**src/rtl/rgb_axis_s2mm_packer.sv**
```systemverilog
// Purpose : packs camera RGB pixels into 32-bit AXI4-Stream beats for the S2MM DMA.
// Latency : 2 pixclk from a pixel on the input pins to tvalid, when the FIFO is empty.
// Backpressure: a FIFO_DEPTH-beat FIFO absorbs tready=0; pushes into a full FIFO are dropped and counted.
//
// Ports
//   pixclk, reset        : single rising-edge clock, asynchronous active-low reset
//   enable               : arms capture; low forces IDLE and clears overflow/drop_count
//   fval, valid          : camera frame-valid and pixel qualifier
//   iRed/iGreen/iBlue    : pixel channels
//   m_axis_s2mm_*        : AXI4-Stream master (tdata = {8'h00,R,G,B}, tuser = SOF, tlast = EOL)
//   overflow, drop_count : sticky overflow flag and saturating count of dropped pixels
//   frame_done           : 1-cycle pulse after the last beat of a frame is accepted
//
// Optional build macro RGB_PACK_TEST_PATTERN_EN replaces the camera data with a
// col/row test pattern (R=col, G=row, B=col^row); timing still follows valid/fval.

// Generic show-ahead FIFO.
// Latency : a write appears on rd_dat/rd_vld the cycle after it is accepted.
// Backpressure: wr_rdy drops when full, except when a read frees a slot in the same cycle.
module fifo #(
  parameter int WIDTH = 8,
  parameter int DEPTH = 16
) (
  input  logic             clk,
  input  logic             rst_n,
  input  logic             wr_vld,
  input  logic [WIDTH-1:0] wr_dat,
  output logic             wr_rdy,
  output logic             rd_vld,
  output logic [WIDTH-1:0] rd_dat,
  input  logic             rd_rdy
);
  localparam int AW = $clog2(DEPTH);
  localparam int CW = AW + 1;
  localparam logic [CW-1:0] FULL_CNT = CW'(DEPTH);

  logic [WIDTH-1:0] mem [DEPTH];
  logic [AW-1:0]    wr_ptr;
  logic [AW-1:0]    rd_ptr;
  logic [CW-1:0]    count;
  logic             push;
  logic             pop;

  assign rd_vld = (count != '0);
  // A simultaneous pop makes room, so a full FIFO still accepts that write.
  assign wr_rdy = (count != FULL_CNT) || rd_rdy;
  assign push   = wr_vld && wr_rdy;
  assign pop    = rd_vld && rd_rdy;
  assign rd_dat = mem[rd_ptr];

  always_ff @(posedge clk) begin
    if (push) begin
      mem[wr_ptr] <= wr_dat;
    end
  end

  always_ff @(posedge clk or negedge rst_n) begin
    if (!rst_n) begin
      wr_ptr <= '0;
      rd_ptr <= '0;
      count  <= '0;
    end else begin
      if (push) begin
        wr_ptr <= wr_ptr + 1'b1;
      end
      if (pop) begin
        rd_ptr <= rd_ptr + 1'b1;
      end
      if (push && !pop) begin
        count <= count + 1'b1;
      end else if (!push && pop) begin
        count <= count - 1'b1;
      end
    end
  end
endmodule

module rgb_axis_s2mm_packer #(
  parameter int DATA_WIDTH = 8,
  parameter int IMG_WIDTH  = 640,
  parameter int IMG_HEIGHT = 480,
  parameter int FIFO_DEPTH = 16
) (
  input  logic                  pixclk,
  input  logic                  reset,
  input  logic                  enable,
  input  logic                  fval,
  input  logic                  valid,
  input  logic [DATA_WIDTH-1:0] iRed,
  input  logic [DATA_WIDTH-1:0] iGreen,
  input  logic [DATA_WIDTH-1:0] iBlue,
  input  logic                  m_axis_s2mm_tready,
  output logic                  m_axis_s2mm_tvalid,
  output logic [31:0]           m_axis_s2mm_tdata,
  output logic                  m_axis_s2mm_tuser,
  output logic                  m_axis_s2mm_tlast,
  output logic                  overflow,
  output logic [15:0]           drop_count,
  output logic                  frame_done
);
  localparam int COL_W  = $clog2(IMG_WIDTH);
  localparam int ROW_W  = (IMG_HEIGHT > 1) ? $clog2(IMG_HEIGHT) : 1;
  localparam int ENTRY_W = 35;  // {tag, tuser, tlast, tdata[31:0]}

  localparam logic [1:0] ST_IDLE     = 2'd0;
  localparam logic [1:0] ST_WAIT_SOF = 2'd1;
  localparam logic [1:0] ST_ACTIVE   = 2'd2;

  localparam logic [COL_W-1:0] COL_LAST = COL_W'(IMG_WIDTH - 1);
  localparam logic [ROW_W-1:0] ROW_LAST = ROW_W'(IMG_HEIGHT - 1);

  logic [1:0]            state;
  logic                  fval_r;
  logic                  fval_r2;
  logic                  valid_r;
  logic [DATA_WIDTH-1:0] red_r;
  logic [DATA_WIDTH-1:0] green_r;
  logic [DATA_WIDTH-1:0] blue_r;
  logic [COL_W-1:0]      col;
  logic [ROW_W-1:0]      row;

  logic                  fval_rise;
  logic                  fval_fall;
  logic                  col_last;
  logic                  row_last;
  logic                  push_req;
  logic                  frame_end;
  logic                  drop;
  logic [DATA_WIDTH-1:0] px_r;
  logic [DATA_WIDTH-1:0] px_g;
  logic [DATA_WIDTH-1:0] px_b;
  logic [31:0]           beat_dat;
  logic [ENTRY_W-1:0]    fifo_wr_dat;
  logic                  fifo_wr_rdy;
  logic                  fifo_rd_vld;
  logic [ENTRY_W-1:0]    fifo_rd_dat;
  logic                  pop;

  // Input stage: every camera signal is registered once, so the FSM, the
  // counters and the push all work on the same aligned copy.
  // fval history resets high so that a frame already running when reset
  // releases is not mistaken for a fresh start of frame.
  always_ff @(posedge pixclk or negedge reset) begin
    if (!reset) begin
      fval_r  <= 1'b1;
      fval_r2 <= 1'b1;
      valid_r <= 1'b0;
      red_r   <= '0;
      green_r <= '0;
      blue_r  <= '0;
    end else begin
      fval_r  <= fval;
      fval_r2 <= fval_r;
      valid_r <= valid;
      red_r   <= iRed;
      green_r <= iGreen;
      blue_r  <= iBlue;
    end
  end

  assign fval_rise = fval_r && !fval_r2;
  assign fval_fall = !fval_r && fval_r2;
  assign col_last  = (col == COL_LAST);
  assign row_last  = (row == ROW_LAST);
  assign push_req  = (state == ST_ACTIVE) && valid_r;
  assign frame_end = push_req && col_last && row_last;

  // Frame FSM and pixel position. Dropped pixels still advance col/row so
  // the markers on later beats stay aligned with the image.
  always_ff @(posedge pixclk or negedge reset) begin
    if (!reset) begin
      state <= ST_IDLE;
      col   <= '0;
      row   <= '0;
    end else if (!enable) begin
      state <= ST_IDLE;
      col   <= '0;
      row   <= '0;
    end else begin
      case (state)
        ST_IDLE: begin
          state <= ST_WAIT_SOF;
        end
        ST_WAIT_SOF: begin
          if (fval_rise) begin
            state <= ST_ACTIVE;
          end
        end
        ST_ACTIVE: begin
          if (valid_r) begin
            if (col_last) begin
              col <= '0;
              if (row_last) begin
                row   <= '0;
                state <= ST_WAIT_SOF;
              end else begin
                row <= row + 1'b1;
              end
            end else begin
              col <= col + 1'b1;
            end
          end
          // Short frame: abandon the partial frame and wait for the next SOF.
          if (fval_fall && !frame_end) begin
            state <= ST_WAIT_SOF;
            col   <= '0;
            row   <= '0;
          end
        end
        default: begin
          state <= ST_IDLE;
          col   <= '0;
          row   <= '0;
        end
      endcase
    end
  end

`ifdef RGB_PACK_TEST_PATTERN_EN
  logic [31:0] col_ext;
  logic [31:0] row_ext;
  assign col_ext = 32'(col);
  assign row_ext = 32'(row);
  assign px_r    = col_ext[DATA_WIDTH-1:0];
  assign px_g    = row_ext[DATA_WIDTH-1:0];
  assign px_b    = col_ext[DATA_WIDTH-1:0] ^ row_ext[DATA_WIDTH-1:0];
`else
  assign px_r = red_r;
  assign px_g = green_r;
  assign px_b = blue_r;
`endif

  assign beat_dat = 32'({px_r, px_g, px_b});
  // The tag marks the final pixel of the frame so frame_done can fire when
  // that exact beat leaves, however long it sat in the FIFO.
  assign fifo_wr_dat = {frame_end, (col == '0) && (row == '0), col_last, beat_dat};

  fifo #(
    .WIDTH (ENTRY_W),
    .DEPTH (FIFO_DEPTH)
  ) u_fifo (
    .clk    (pixclk),
    .rst_n  (reset),
    .wr_vld (push_req),
    .wr_dat (fifo_wr_dat),
    .wr_rdy (fifo_wr_rdy),
    .rd_vld (fifo_rd_vld),
    .rd_dat (fifo_rd_dat),
    .rd_rdy (m_axis_s2mm_tready)
  );

  assign drop = push_req && !fifo_wr_rdy;
  assign pop  = fifo_rd_vld && m_axis_s2mm_tready;

  // Payload is forced to zero while nothing is queued so the bus reads as
  // idle after reset instead of exposing stale memory contents.
  assign m_axis_s2mm_tvalid = fifo_rd_vld;
  assign m_axis_s2mm_tdata  = fifo_rd_vld ? fifo_rd_dat[31:0] : 32'd0;
  assign m_axis_s2mm_tlast  = fifo_rd_vld && fifo_rd_dat[32];
  assign m_axis_s2mm_tuser  = fifo_rd_vld && fifo_rd_dat[33];

  always_ff @(posedge pixclk or negedge reset) begin
    if (!reset) begin
      overflow   <= 1'b0;
      drop_count <= '0;
      frame_done <= 1'b0;
    end else begin
      frame_done <= pop && fifo_rd_dat[34];
      if (!enable) begin
        overflow   <= 1'b0;
        drop_count <= '0;
      end else if (drop) begin
        overflow <= 1'b1;
        if (drop_count != 16'hFFFF) begin
          drop_count <= drop_count + 16'd1;
        end
      end
    end
  end
endmodule

```
**config.mk**
```make
export PLATFORM = sky130hd
export DESIGN_NAME = rgb_axis_s2mm_packer
export DESIGN_NICKNAME = d
export VERILOG_FILES = /design/src/rtl/rgb_axis_s2mm_packer.sv
export SDC_FILE = /design/constraint.sdc
export NUM_CORES = 1
export LEC_CHECK = 0
export ABC_AREA = 1
export CAP_MARGIN = 5
export CORE_MARGIN = 4
export CORE_UTILIZATION = 60
export CTS_BUF_LIST = sky130_fd_sc_hd__clkbuf_8
export DETAILED_ROUTE_END_ITERATION = 8
export GPL_TIMING_DRIVEN = 0
export PLACE_DENSITY = 0.82
export SLEW_MARGIN = 20
export SYNTH_ARGS = -nofsm -noshare
export SYNTH_HDL_FRONTEND = slang
export SYNTH_HIERARCHICAL = 1
export SYNTH_SLANG_ARGS = --single-unit
```
**constraint.sdc**
```tcl
create_clock -name pixclk -period 8.7 [get_ports pixclk]
set_clock_uncertainty 0.05 [all_clocks]
set_input_delay 1.74 -clock pixclk [delete_from_list [all_inputs] [get_ports pixclk]]
set_output_delay 1.74 -clock pixclk [all_outputs]
set_load 0.02 [all_outputs]
```
## After elaboration in Yosys (flattened, before gate mapping)

Memory sizes are Yosys's and may differ from the RTL's.
Index checks and enable logic that the tools add are counted.

| storage, ports and cells | value |
|---|---|
| bits in registers | 79 |
| bits in writable memories | 432 |
| bits of input ports | 30 |
| output and inout port bits | 53 |
| logic and storage cells | 96 |
| memories | 1 |

| operators by class | value |
|---|---|
| add/sub/neg operators | 7 |
| equal/unequal tests | 13 |
| muxes and demuxes | 28 |
| reductions and logical operators | 32 |

Memory list:

| name | words | width | read ports | clocked after memory_dff | write ports | line | text |
|---|---|---|---|---|---|---|---|
| u_fifo.mem | 16 | 27 | 1 | 0 | 1 | 37 | `logic [WIDTH-1:0] mem [DEPTH];` |

Operators with widths:

| kind | count |
|---|---|
| $mux 16 | 3 |
| $mux 9 | 5 |
| $mux 10 | 4 |
| $mux 32 | 1 |
| $pmux 10 s2 | 1 |
| $pmux 9 s2 | 1 |
| $add 16x1->16 const B | 1 |
| $ne 16x16->1 const B | 1 |
| $logic_and 1x1->1 | 15 |
| $mux 2 | 6 |
| $ne 4x3->1 const B | 3 |
| $add 10x1->10 const B | 1 |
| $eq 10x10->1 const B | 1 |
| $logic_not 10->1 | 1 |
| $mux 5 | 2 |
| $add 9x1->9 const B | 1 |
| $eq 9x9->1 const B | 1 |
| $logic_not 9->1 | 1 |
| $add 4x1->4 const B | 2 |
| $logic_not 1->1 | 6 |
| $pmux 2 s3 | 1 |
| $add 5x1->5 const B | 1 |
| $ne 5x5->1 const B | 1 |
| $reduce_bool 5->1 | 1 |
| 14 further kinds | 19 |

## Depth between registers and ports, before layout

| depth | value |
|---|---|
| depth in word-level cells | 9 |
| mapped depth | 16 |
| depth with buffers taken out | 15 |

## Hierarchy

Netlist, hierarchy kept.

By module, submodules not included:

| module | instances | cells an instance | area each (µm²) | sequential area each (µm²) |
|---|---|---|---|---|
| fifo | 1 | 2296 | 24161.9 | 17141.4 |
| rgb_axis_s2mm_packer | 1 | 455 | 3510.9 | 1654.1 |

## Least setup slack after synthesis

OpenSTA, ideal clock, no wires.

| path | value |
|---|---|
| path type | in2reg |
| from | in m_axis_s2mm_tready |
| to | mem u_fifo/mem[10][0] (netlist bit) (enable) |
| setup time | 0.471 ns |
| arrival time | 4.532 ns |
| data required time | 8.179 ns |
| path slack | 3.647 ns |
| stages on the path | 5 |
| buffers on the path | 1 |
| cell sequence | nor2_1 > nand3_1 > nand2_1 > clkbuf_1 > nor3_1 |

| between the ends | value |
|---|---|
| word-level cells in the longest chain between the ends | 4 |

Ends and longest elaborated chain:

| item | line | text |
|---|---|---|
| start: declaration | 92 | `input logic m_axis_s2mm_tready,` |
| $logic_or 1x1->1 | 46 | `assign wr_rdy = (count != FULL_CNT) \|\| rd_rdy;` |
| via fifo_wr_rdy | 134 | `logic fifo_wr_rdy;` |
| $logic_and 1x1->1 | 47 | `assign push = wr_vld && wr_rdy;` |
| $mux 1 | 52 | `if (push) begin` |
| $mux 1 (not written as such) | 53 | `mem[wr_ptr] <= wr_dat;` |
| end: declaration | 37 |  |

The timed path passes the listed nets, and every way through them passes these cells.

## Final worst setup path

| path | value |
|---|---|
| from | reg u_fifo.count[1] |
| to | out m_axis_s2mm_tdata[15] |

| between the ends | value |
|---|---|
| word-level cells in the longest chain between the ends | 2 |

Ends and longest elaborated chain:

| item | line | text |
|---|---|---|
| start: declaration | 40 | `logic [CW-1:0] count;` |
| start signal: assignment | 70 | `count <= count + 1'b1;` |
| start signal: assignment | 72 | `count <= count - 1'b1;` |
| $reduce_bool 5->1 | 44 | `assign rd_vld = (count != '0);` |
| $mux 32 | 258 | `assign m_axis_s2mm_tdata = fifo_rd_vld ? fifo_rd_dat[31:0] : 32'd0;` |
| end: declaration | 94 | `output logic [31:0] m_axis_s2mm_tdata,` |

Every way passes these cells.

==> flow_metrics.tcl <==
set metrics [dict create \
    drv_slew 0 \
    critPathTopFamily "buffers and inverters" \
    worst_pin_slew_ns 1.07 \
    synth_cell_types 41 \
    setup_viol_count_final 0 \
    drv_cap 0 \
    slowest_stage "clkbuf_1" \
    cp_common_cell "clkbuf_1" \
    crit_type "flop to output pin" \
    fin_worst_hold_slack_ns 0.315 \
    r2r_slack_ns 5.85 \
    required_ns 6.91 \
    power.total_uw 9540 \
    core_region_area_um2 45500 \
    synth_ff_type "edfxtp_1" \
    wire_per_inst_um 18.7 \
    setup-tns-final_ns 0 \
    layout_min_cycle_time_ns 5.22 \
    startpoint_type "flop" \
    cp_num_cells 7 \
    clk_pin_slew_ns 0.06 \
    critical_path.max_fanout 10 \
    crit_path_max_incr_delay_ns 0.64 \
    synth.area.top_cells "edfxtp_1, nand2_1, dfrtp_1" \
    final.period_utilization_pct 60.0 \
    status "completed" \
    die_w_um 223 \
    maxSlewHeadroom_pct 28.1 \
    syn_to_final_growth_pct 16.6 \
    r2r-start "state[0]" \
    clock.fmax_mhz 192 \
    ys_seq_area_share_pct 67.9 \
    finalHoldViolCount 0 \
    cp_num_buf_inv 4 \
    fin_ws_ns 3.48 \
    grt_pass1_wl_um 110000 \
    endpoint "m_axis_s2mm_tdata[15]" \
    ir_worst_vdd_v 0.000190 \
    p_leak_uw 0.0141 \
    track_usage_pct 28.5 \
    fin_cells 3812 \
    antenna_found_initial 0 \
    ctsHoldBuffers 0 \
    hold_class "flop to flop" \
    wl_um 71300 \
    drt_iter0_drc 2554 \
    yosysWarnings 6 \
    clkLatencyLatePin_ns 0.70 \
    nets 3173 \
    io_buffers 81 \
    synth_top_area_share_pct 60.8 \
    die_area_um2 49600 \
    ctsResizeCount 0 \
    cellPowerDensity_nw_per_um2 296 \
    startpoint "u_fifo/count[1]" \
    grt_pass1_vias 20600 \
    rows 78 \
    cts_max_level 3 \
    start_util_pct 60.8 \
    yosysMostFrequentCell "nand2_1" \
    detail-route-antenna-nets 0 \
    crit_path_cell_trace "nor2_1 > nand3_1 > clkbuf_1 > clkbuf_1 > nand2_1 > inv_1 > clkdlybuf4s50_1" \
    postSynthAreaPerCell_um2 10.1 \
    synth_edf_count 560 \
    ys_ff_latch 639 \
    cts_sinks 639 \
    synthArstFlopShare_pct 12.4 \
    synth_top_area_cell "edfxtp_1" \
    clock_path_buffers 3 \
    end_kind "output pin" \
    cts_setup_buffers 0 \
    dp_hpwl_um 48200 \
    drc 0 \
    rr_worst_depth 8 \
    multiInputGateArea_um2 7710 \
    num_io_pins 83 \
    fill_cells 3074 \
    dr.pass1.iters 7 \
    cts_made_buffers 99 \
    cts_root_buf "clkbuf_8" \
    place_ws_ns 4.00 \
    routed_via_density 5.43 \
    netlist_instances 2751 \
    synth_area_um2 27700 \
    dp.cells 3627 \
    drive_above_1_share_pct 10.2 \
    grt_max_degree 66 \
    seqCellArea_um2 18800 \
    cts_tree "done" \
    reg2reg_to "u_fifo/mem[6][28]" \
    grt_setup_unrepaired "false" \
    yosys-top-cells-count "nand2_1, edfxtp_1, inv_1, nor2_1, nand3_1" \
    antenna_cells 0 \
    finalWeightedCongestion 0.875 \
    die_h_um 223 \
    grt_overflow_total 0 \
    num_vias 20700 \
    crit_arrival_ns 3.43 \
]
==> layer usage <==
metal | track usage [%] | up-vias | wire, um
met1 | 35.9 | 9731 | 25400
met4 | 14.0 | 0 | 3420
met5 | 0 | - | 0
met2 | 48.2 | 1241 | 35300
li1 | - | 9515 | -
met3 | 5.17 | 223 | 7300
==> worst min path at each step <==
stage / startpoint / end / slack, ns / cells after the start
floorplan: fval_r / fval_r2 / 0.30 / 0
global placement: fval_r / fval_r2 / 0.31 / 0
detailed placement: fval_r / fval_r2 / 0.31 / 0
CTS: fval_r / fval_r2 / 0.32 / 0
global route: fval_r / fval_r2 / 0.32 / 0
finish: fval_r / fval_r2 / 0.31 / 0
==> kinds of logic (layout without fill, tap and decap cells) <==
group           Yosys count  count (layout)  share of synthesized area [%]
compound gates           37              37                          0.850
flops                   639             639                           67.9
fa+ha+maj                15              15                          0.705
simple gates           1617            1617                           23.6
xor+xnor                 20              20                          0.633
buf+inv                 422             756                           6.26
other cells               1             128                         0.0136
==> through the flow <==
stage	utilization (%)	instance area (um^2)
3_5_place_dp	66.7	30400
2_1_floorplan	-	28100
4_1_cts	71.0	32300
6_report	71.0	32300
3_3_place_gp	65.3	29700
5_1_grt	71.0	32300
==> worst register-to-register path, cell delays in order, from the launching register on <==
cell and delay [ns]:
dfrtp_1 0.40, inv_2 0.08, nand2_2 0.07, nor2_2 0.16, nand2_1 0.10, clkbuf_1 0.31, nor3_2 0.79, buf_4 0.34
buf_4 0.22
==> layout by cell type, fill, tap and decap left out, types with 5 or more instances in the layout <==
cell                n
dfrtp_1            77
nor2_1            254
nand2_1          1049
inv_2               9
nor3_2             16
nor3_1              9
buf_1              12
clkinv_1           21
o21ai_0            13
buf_4              67
ha_1               14
edfxtp_1          560
xor2_1             12
conb_1            128
clkbuf_1           24
clkdlybuf4s50_1    80
xnor2_1             8
buf_6              12
inv_1             328
clkinv_2            7
nor2_2              6
nand4_1            14
clkbuf_8          114
o21ai_1            10
nand3_1           252
a21boi_1            5
buf_2              73
==> area by class of cell <==
class	count	share of cell area [%]
tap	600	2.33
inverter	302	3.52
multi-input combinational	1817	23.9
sequential	639	58.2
timing repair buffer	149	4.24
buffer	120	1.85
clock buffer	114	4.86
clock inverter	71	1.09
==> registers in the layout, indices dropped and copies added (netlist names) <==
signal,cells
green_r,8
row,9
overflow,1
u_fifo/wr_ptr,4
blue_r,8
fval_r,1
valid_r,1
drop_count,16
u_fifo/mem,560
fval_r2,1
u_fifo/rd_ptr,4
u_fifo/count,5
col,10
px_r,8
frame_done,1
state,2
==> power by group <==
part | internal, uW | switching [uW]
registers | 3450 | 80.3
clock network | 1250 | 1150
logic | 1120 | 2490
total | 5820 | 3720
Power figures use the tool's default switching activity.
